==> config.mk <==
export PLATFORM = sky130hd
export DESIGN_NAME = instr_encoder
export DESIGN_NICKNAME = d
export VERILOG_FILES = /design/src/rtl/instr_encoder.sv
export SDC_FILE = /design/constraint.sdc
export NUM_CORES = 1
export LEC_CHECK = 0
export ABC_AREA = 0
export BUFFER_PORTS_ARGS = -buffer_cell sky130_fd_sc_hd__buf_2
export CORE_UTILIZATION = 35
export CTS_CLUSTER_SIZE = 24
export DETAILED_ROUTE_END_ITERATION = 8
export SETUP_SLACK_MARGIN = 0.02
export SYNTH_ARGS = -nofsm -noshare
export SYNTH_HDL_FRONTEND = slang
export SYNTH_SLANG_ARGS = --single-unit
==> constraint.sdc <==
create_clock -name clk_i -period 9.6 [get_ports clk_i]
set_clock_uncertainty 0.2 [all_clocks]
set_input_delay 2.88 -clock clk_i [delete_from_list [all_inputs] [get_ports clk_i]]
set_output_delay 2.88 -clock clk_i [all_outputs]
set_load 0.02 [all_outputs]
==> src/rtl/instr_encoder.sv <==
// ============================================================================
// instr_encoder: packs decoded RV32I fields into instruction words, queues
// them in a FIFO and drains them to an instruction-memory write port.
// Revision: 1.0
// ============================================================================
`default_nettype none

module instr_encoder #(
  parameter int          DEPTH     = 4,
  parameter logic [31:0] BASE_ADDR = 32'h0000_0000
) (
  input  logic                     clk_i,
  input  logic                     rst_i,
  input  logic                     req_valid_i,
  output logic                     req_ready_o,
  input  logic [2:0]               req_kind_i,
  input  logic [4:0]               req_rd_i,
  input  logic [4:0]               req_rs1_i,
  input  logic [4:0]               req_rs2_i,
  input  logic [2:0]               req_funct3_i,
  input  logic [6:0]               req_funct7_i,
  input  logic [31:0]              req_imm_i,
  output logic                     err_o,
  output logic                     wr_valid_o,
  input  logic                     wr_ready_i,
  output logic [31:0]              wr_addr_o,
  output logic [31:0]              wr_data_o,
  output logic [$clog2(DEPTH):0]   count_o
);

  localparam int AW = $clog2(DEPTH);
  localparam int CW = AW + 1;
  localparam logic [CW-1:0] FULL_COUNT = CW'(DEPTH);

  localparam logic [2:0] KIND_R      = 3'd0;
  localparam logic [2:0] KIND_IALU   = 3'd1;
  localparam logic [2:0] KIND_LOAD   = 3'd2;
  localparam logic [2:0] KIND_STORE  = 3'd3;
  localparam logic [2:0] KIND_BRANCH = 3'd4;

  localparam logic [6:0] OP_R      = 7'b0110011;
  localparam logic [6:0] OP_IALU   = 7'b0010011;
  localparam logic [6:0] OP_LOAD   = 7'b0000011;
  localparam logic [6:0] OP_STORE  = 7'b0100011;
  localparam logic [6:0] OP_BRANCH = 7'b1100011;

  logic [31:0]   mem_q [DEPTH];
  logic [AW-1:0] wptr_q;
  logic [AW-1:0] rptr_q;
  logic [CW-1:0] count_q;
  logic [CW-1:0] count_d;
  logic [31:0]   addr_q;
  logic          err_q;

  logic [31:0] enc_word;
  logic        enc_ok;
  logic        imm12_ok;
  logic        imm13_ok;
  logic        accept;
  logic        push;
  logic        pop;

  // 12-bit immediates must sign-extend from bit 11; branch offsets from bit 12 and be even.
  assign imm12_ok = (&req_imm_i[31:11]) | ~(|req_imm_i[31:11]);
  assign imm13_ok = ((&req_imm_i[31:12]) | ~(|req_imm_i[31:12])) & ~req_imm_i[0];

  always_comb begin
    enc_word = '0;
    enc_ok   = 1'b0;
    case (req_kind_i)
      KIND_R: begin
        enc_word = {req_funct7_i, req_rs2_i, req_rs1_i, req_funct3_i, req_rd_i, OP_R};
        enc_ok   = 1'b1;
      end
      KIND_IALU: begin
        enc_word = {req_imm_i[11:0], req_rs1_i, req_funct3_i, req_rd_i, OP_IALU};
        enc_ok   = imm12_ok;
      end
      KIND_LOAD: begin
        enc_word = {req_imm_i[11:0], req_rs1_i, req_funct3_i, req_rd_i, OP_LOAD};
        enc_ok   = imm12_ok;
      end
      KIND_STORE: begin
        enc_word = {req_imm_i[11:5], req_rs2_i, req_rs1_i, req_funct3_i,
                    req_imm_i[4:0], OP_STORE};
        enc_ok   = imm12_ok;
      end
      KIND_BRANCH: begin
        enc_word = {req_imm_i[12], req_imm_i[10:5], req_rs2_i, req_rs1_i, req_funct3_i,
                    req_imm_i[4:1], req_imm_i[11], OP_BRANCH};
        enc_ok   = imm13_ok;
      end
      default: begin
        enc_word = '0;
        enc_ok   = 1'b0;
      end
    endcase
  end

  assign req_ready_o = (count_q != FULL_COUNT);
  assign wr_valid_o  = (count_q != '0);
  assign accept      = req_valid_i & req_ready_o;
  assign push        = accept & enc_ok;
  assign pop         = wr_valid_o & wr_ready_i;

  always_comb begin
    count_d = count_q;
    case ({push, pop})
      2'b10:   count_d = count_q + CW'(1);
      2'b01:   count_d = count_q - CW'(1);
      default: count_d = count_q;
    endcase
  end

  always_ff @(posedge clk_i) begin
    if (rst_i) begin
      wptr_q  <= '0;
      rptr_q  <= '0;
      count_q <= '0;
      addr_q  <= BASE_ADDR;
      err_q   <= 1'b0;
    end else begin
      count_q <= count_d;
      err_q   <= accept & ~enc_ok;
      if (push) begin
        wptr_q <= wptr_q + AW'(1);
      end
      if (pop) begin
        rptr_q <= rptr_q + AW'(1);
        addr_q <= addr_q + 32'd4;
      end
    end
  end

  // Storage is not reset: entries are only observable once the count covers them.
  always_ff @(posedge clk_i) begin
    if (push) begin
      mem_q[wptr_q] <= enc_word;
    end
  end

  assign err_o     = err_q;
  assign wr_addr_o = addr_q;
  assign wr_data_o = mem_q[rptr_q];
  assign count_o   = count_q;

endmodule

`default_nettype wire

==> results.toml <==
[yosys]
ys_dominant_reg_cell = "edfxtp_1"
post_synth_instance_area_mm2 = 0.00680
netlist_instances = 482
synth.avg_cell_area_um2 = 14.1
synth_enable_flop_cells = 116
synthArstFlopShare_pct = 0
yosys_register_bits = 156
synth.lib_cells_used.distinct = 53
synth-seq-area-share_pct = 63.0
yosys_warnings = 0

[route]
detail_route.drc_violations = 0
drt_iter0_markers = 234
vias = 4388
post_drt_via_cell_ratio = 4.96
drtAntennaViolNets = 0
detail_route.first_pass.iterations = 4
wl_per_cell_um = 16.4
total_wirelength_um = 14500

[finish]
fillers = 1784
area_growth_from_synthesis_to_layout_pct = 21.2
postLayoutCoreUtil_pct = 43.6
multiInputGateArea_mm2 = 0.00237
share_of_post_route_cells_with_drive_strength_above_1_pct = 33.8
fin_nets = 683
antenna-diode-count = 0
regArea_mm2 = 0.00429

[placed_design]
place.port_buffers = 129
dpl.hpwl_um = 9810
routabilityCongestion = 0.782

[outcome]
run_status = "complete, no violations"

[global_routing]
vias_in_the_first_global_route = 4486
antenna_found_initial = 0
globalRouteMet2Util_pct = 27.1
globalRouteOverflowTotal = 0
wire_length_of_the_first_global_routing_pass_um = 23000
grt_overall_usage_pct = 15.2
top_usage_layer = "met2"
grt_max_degree = 46
grt_util_met3_pct = 4.12
grt.met1_usage_pct = 18.2

[clocking]
cts_sinks = 156
post_cts.resized_instances = 0
tritoncts.num_buffers = 17
cts_buffer_depth = 2
cts_hold_buffers = 0
clock_tree.htree_level_count = 4
worst_setup_hold_path_clk_slew_ns = 0.06
clk_latency_ns = 0.41
cts_tree = "done"
post_cts.repair.setup_buffers = 0
cts_root_buf = "clkbuf_16"

[worst_setup_path]
start_kind = "register"
timing.critical_path.required_ns = 6.52
reg2reg_setup_slack_ns = 6.64
crit_arrival_ns = 2.33
r2r_start = "count_o[0]"
path_class = "reg2out"
cp_max_fo = 29
critPathCaptureType = "output pin"

[sta]
maxSlewViolCount = 0
slew_headroom_pct = 27.0
achievable-frequency_mhz = 185
report.final.hold_viol_count = 0
setup-violations-final = 0
setup_tns_ns = 0
period_share_pct = 56.3
unrepaired_setup_endpoints_after_global_routing = "false"
finalWorstPathRequiredPeriod_ns = 5.41
tightestPinTransition_ns = 1.10

[pwr]
net-switching-power_uw = 333
p_leak_uw = 0.00300
power_frac_comb_pct = 6.6
internal-power_uw = 1110
areal_power_density_over_the_cells_mw_per_mm2 = 175
worst_ir_drop_vdd_uv = 119
seq_power_share_pct = 51.3
share_clk_of_total_power_pct = 42.1
sw_frac_of_total_pct = 23.2

[floorplanning]
die_height_um = 141
chipWidth_um = 141
boundaryPins = 134
dieArea_mm2 = 0.0200
floorplan.rows = 50
floorplan.initialDensity_pct = 36.0
placeableCoreArea_mm2 = 0.0189

[min_path]
hold_path_class = "reg2reg"
hold_path.startpoint = "wr_addr_o[3]"

[run]
timing.max_cap.violations = 0
==> cell usage in the layout, fill, tap and decap left out, types with 6 or more instances in the layout <==
master,n
clkbuf_16,17
nand3_1,24
mux2i_1,7
buf_2,129
ha_1,6
dfxtp_1,39
edfxtp_1,116
xor2_1,25
nor2_1,41
mux4_2,29
nand4_1,12
inv_1,8
a21oi_1,13
nand2_1,19
nor2b_1,13
and2_1,15
o21ai_0,15
==> cell families (layout without fill, tap and decap cells) <==
kind of cell	count (synthesis)	count (layout)	share of synthesized area, %
AOI/OAI and AO/OA	51	51	4.58
xor gates and xnor gates	29	29	3.74
adders and majority gates	7	7	1.40
buffers and inverters	34	174	2.26
DFF	156	156	63.0
muxes	42	42	11.6
other	1	4	0.0552
and+or+nand+nor	162	162	13.3
==> final timing paths <==
kind	endpoint	cells after the start
worst max-delay path	wr_data_o[31]	2
worst min-delay path	wr_addr_o[3]	2
worst max register to register	count_o[2]	11
worst min register to register	wr_addr_o[3]	2
==> power by group through the flow <==
| stage | sequential (µW) | combinational [µW] | clock [µW] |
|---|---|---|---|
| finish | 738 | 94.7 | 606 |
| global route | 739 | 103 | 651 |
| CTS | 739 | 95.6 | 621 |
| detailed placement | 753 | 95.4 | 0 |
| global placement | 753 | 92.6 | 0 |
| floorplan | 749 | 63.2 | 0 |
==> routing by layer <==
layer  up-vias  wire (µm)
met5         -          0
met4         0         51
met2       130       7560
met3         7        780
met1      2174       6130
li1       2077          -
==> worst max-delay path, stage by stage, from the launching register on <==
cell	delay [ns]
dfxtp_2	1.05
mux4_2	0.66
buf_2	0.19
==> cell type report <==
class                   count  share of cell area, %
clock inverters            14                   1.37
multi-input cells         295                   28.8
flip-flops and latches    156                   52.0
well taps                 260                   3.95
clock buffers              18                   5.21
repair buffers            134                   8.30
inverters                   8                  0.365
==> Yosys cell counts (3+ instances only) <==
cell	instances	area share, %
a21oi_1	13	0.96
a22oi_1	5	0.55
and2_1	16	1.5
and3_1	5	0.46
and4_1	3	0.39
buf_2	6	0.44
buf_4	5	0.55
clkbuf_1	15	0.83
dfxtp_1	40	12
edfxtp_1	116	51
ha_1	6	1.1
inv_1	8	0.44
mux2_2	5	0.83
mux2i_1	7	1.0
mux4_2	29	9.6
nand2_1	19	1.0
nand2b_1	3	0.28
nand3_1	24	1.8
nand4_1	12	1.1
nor2_1	41	2.3
nor2b_1	13	1.2
nor3_1	4	0.29
nor4_1	5	0.46
o211ai_1	3	0.33
o21ai_0	15	1.1
o22ai_1	5	0.46
xnor2_1	4	0.52
xor2_1	25	3.2
==> through the flow <==
stage / setup WS, ns / cells / cell area (µm²) / total power, µW / hold slack, ns
final: 4.19 / 885 / 8240 / 1440 / 0.301
after global routing: 3.99 / 885 / 8240 / 1490 / 0.338
after CTS: 4.08 / 885 / 8240 / 1460 / 0.303
after detailed placement: 4.15 / 853 / 7690 / 849 / 0.295
after global placement: 4.19 / 853 / 7690 / 846 / 0.279
after floorplan: 4.38 / 485 / 6810 / 812 / 0.282
==> sequential cells by signal, indices dropped and copies added (netlist names), named ones only <==
register   cells
count_o        3
rptr_q         2
wr_addr_o     30
err_o          1
mem_q        116
wptr_q         2
Power figures use the tool's default switching activity.
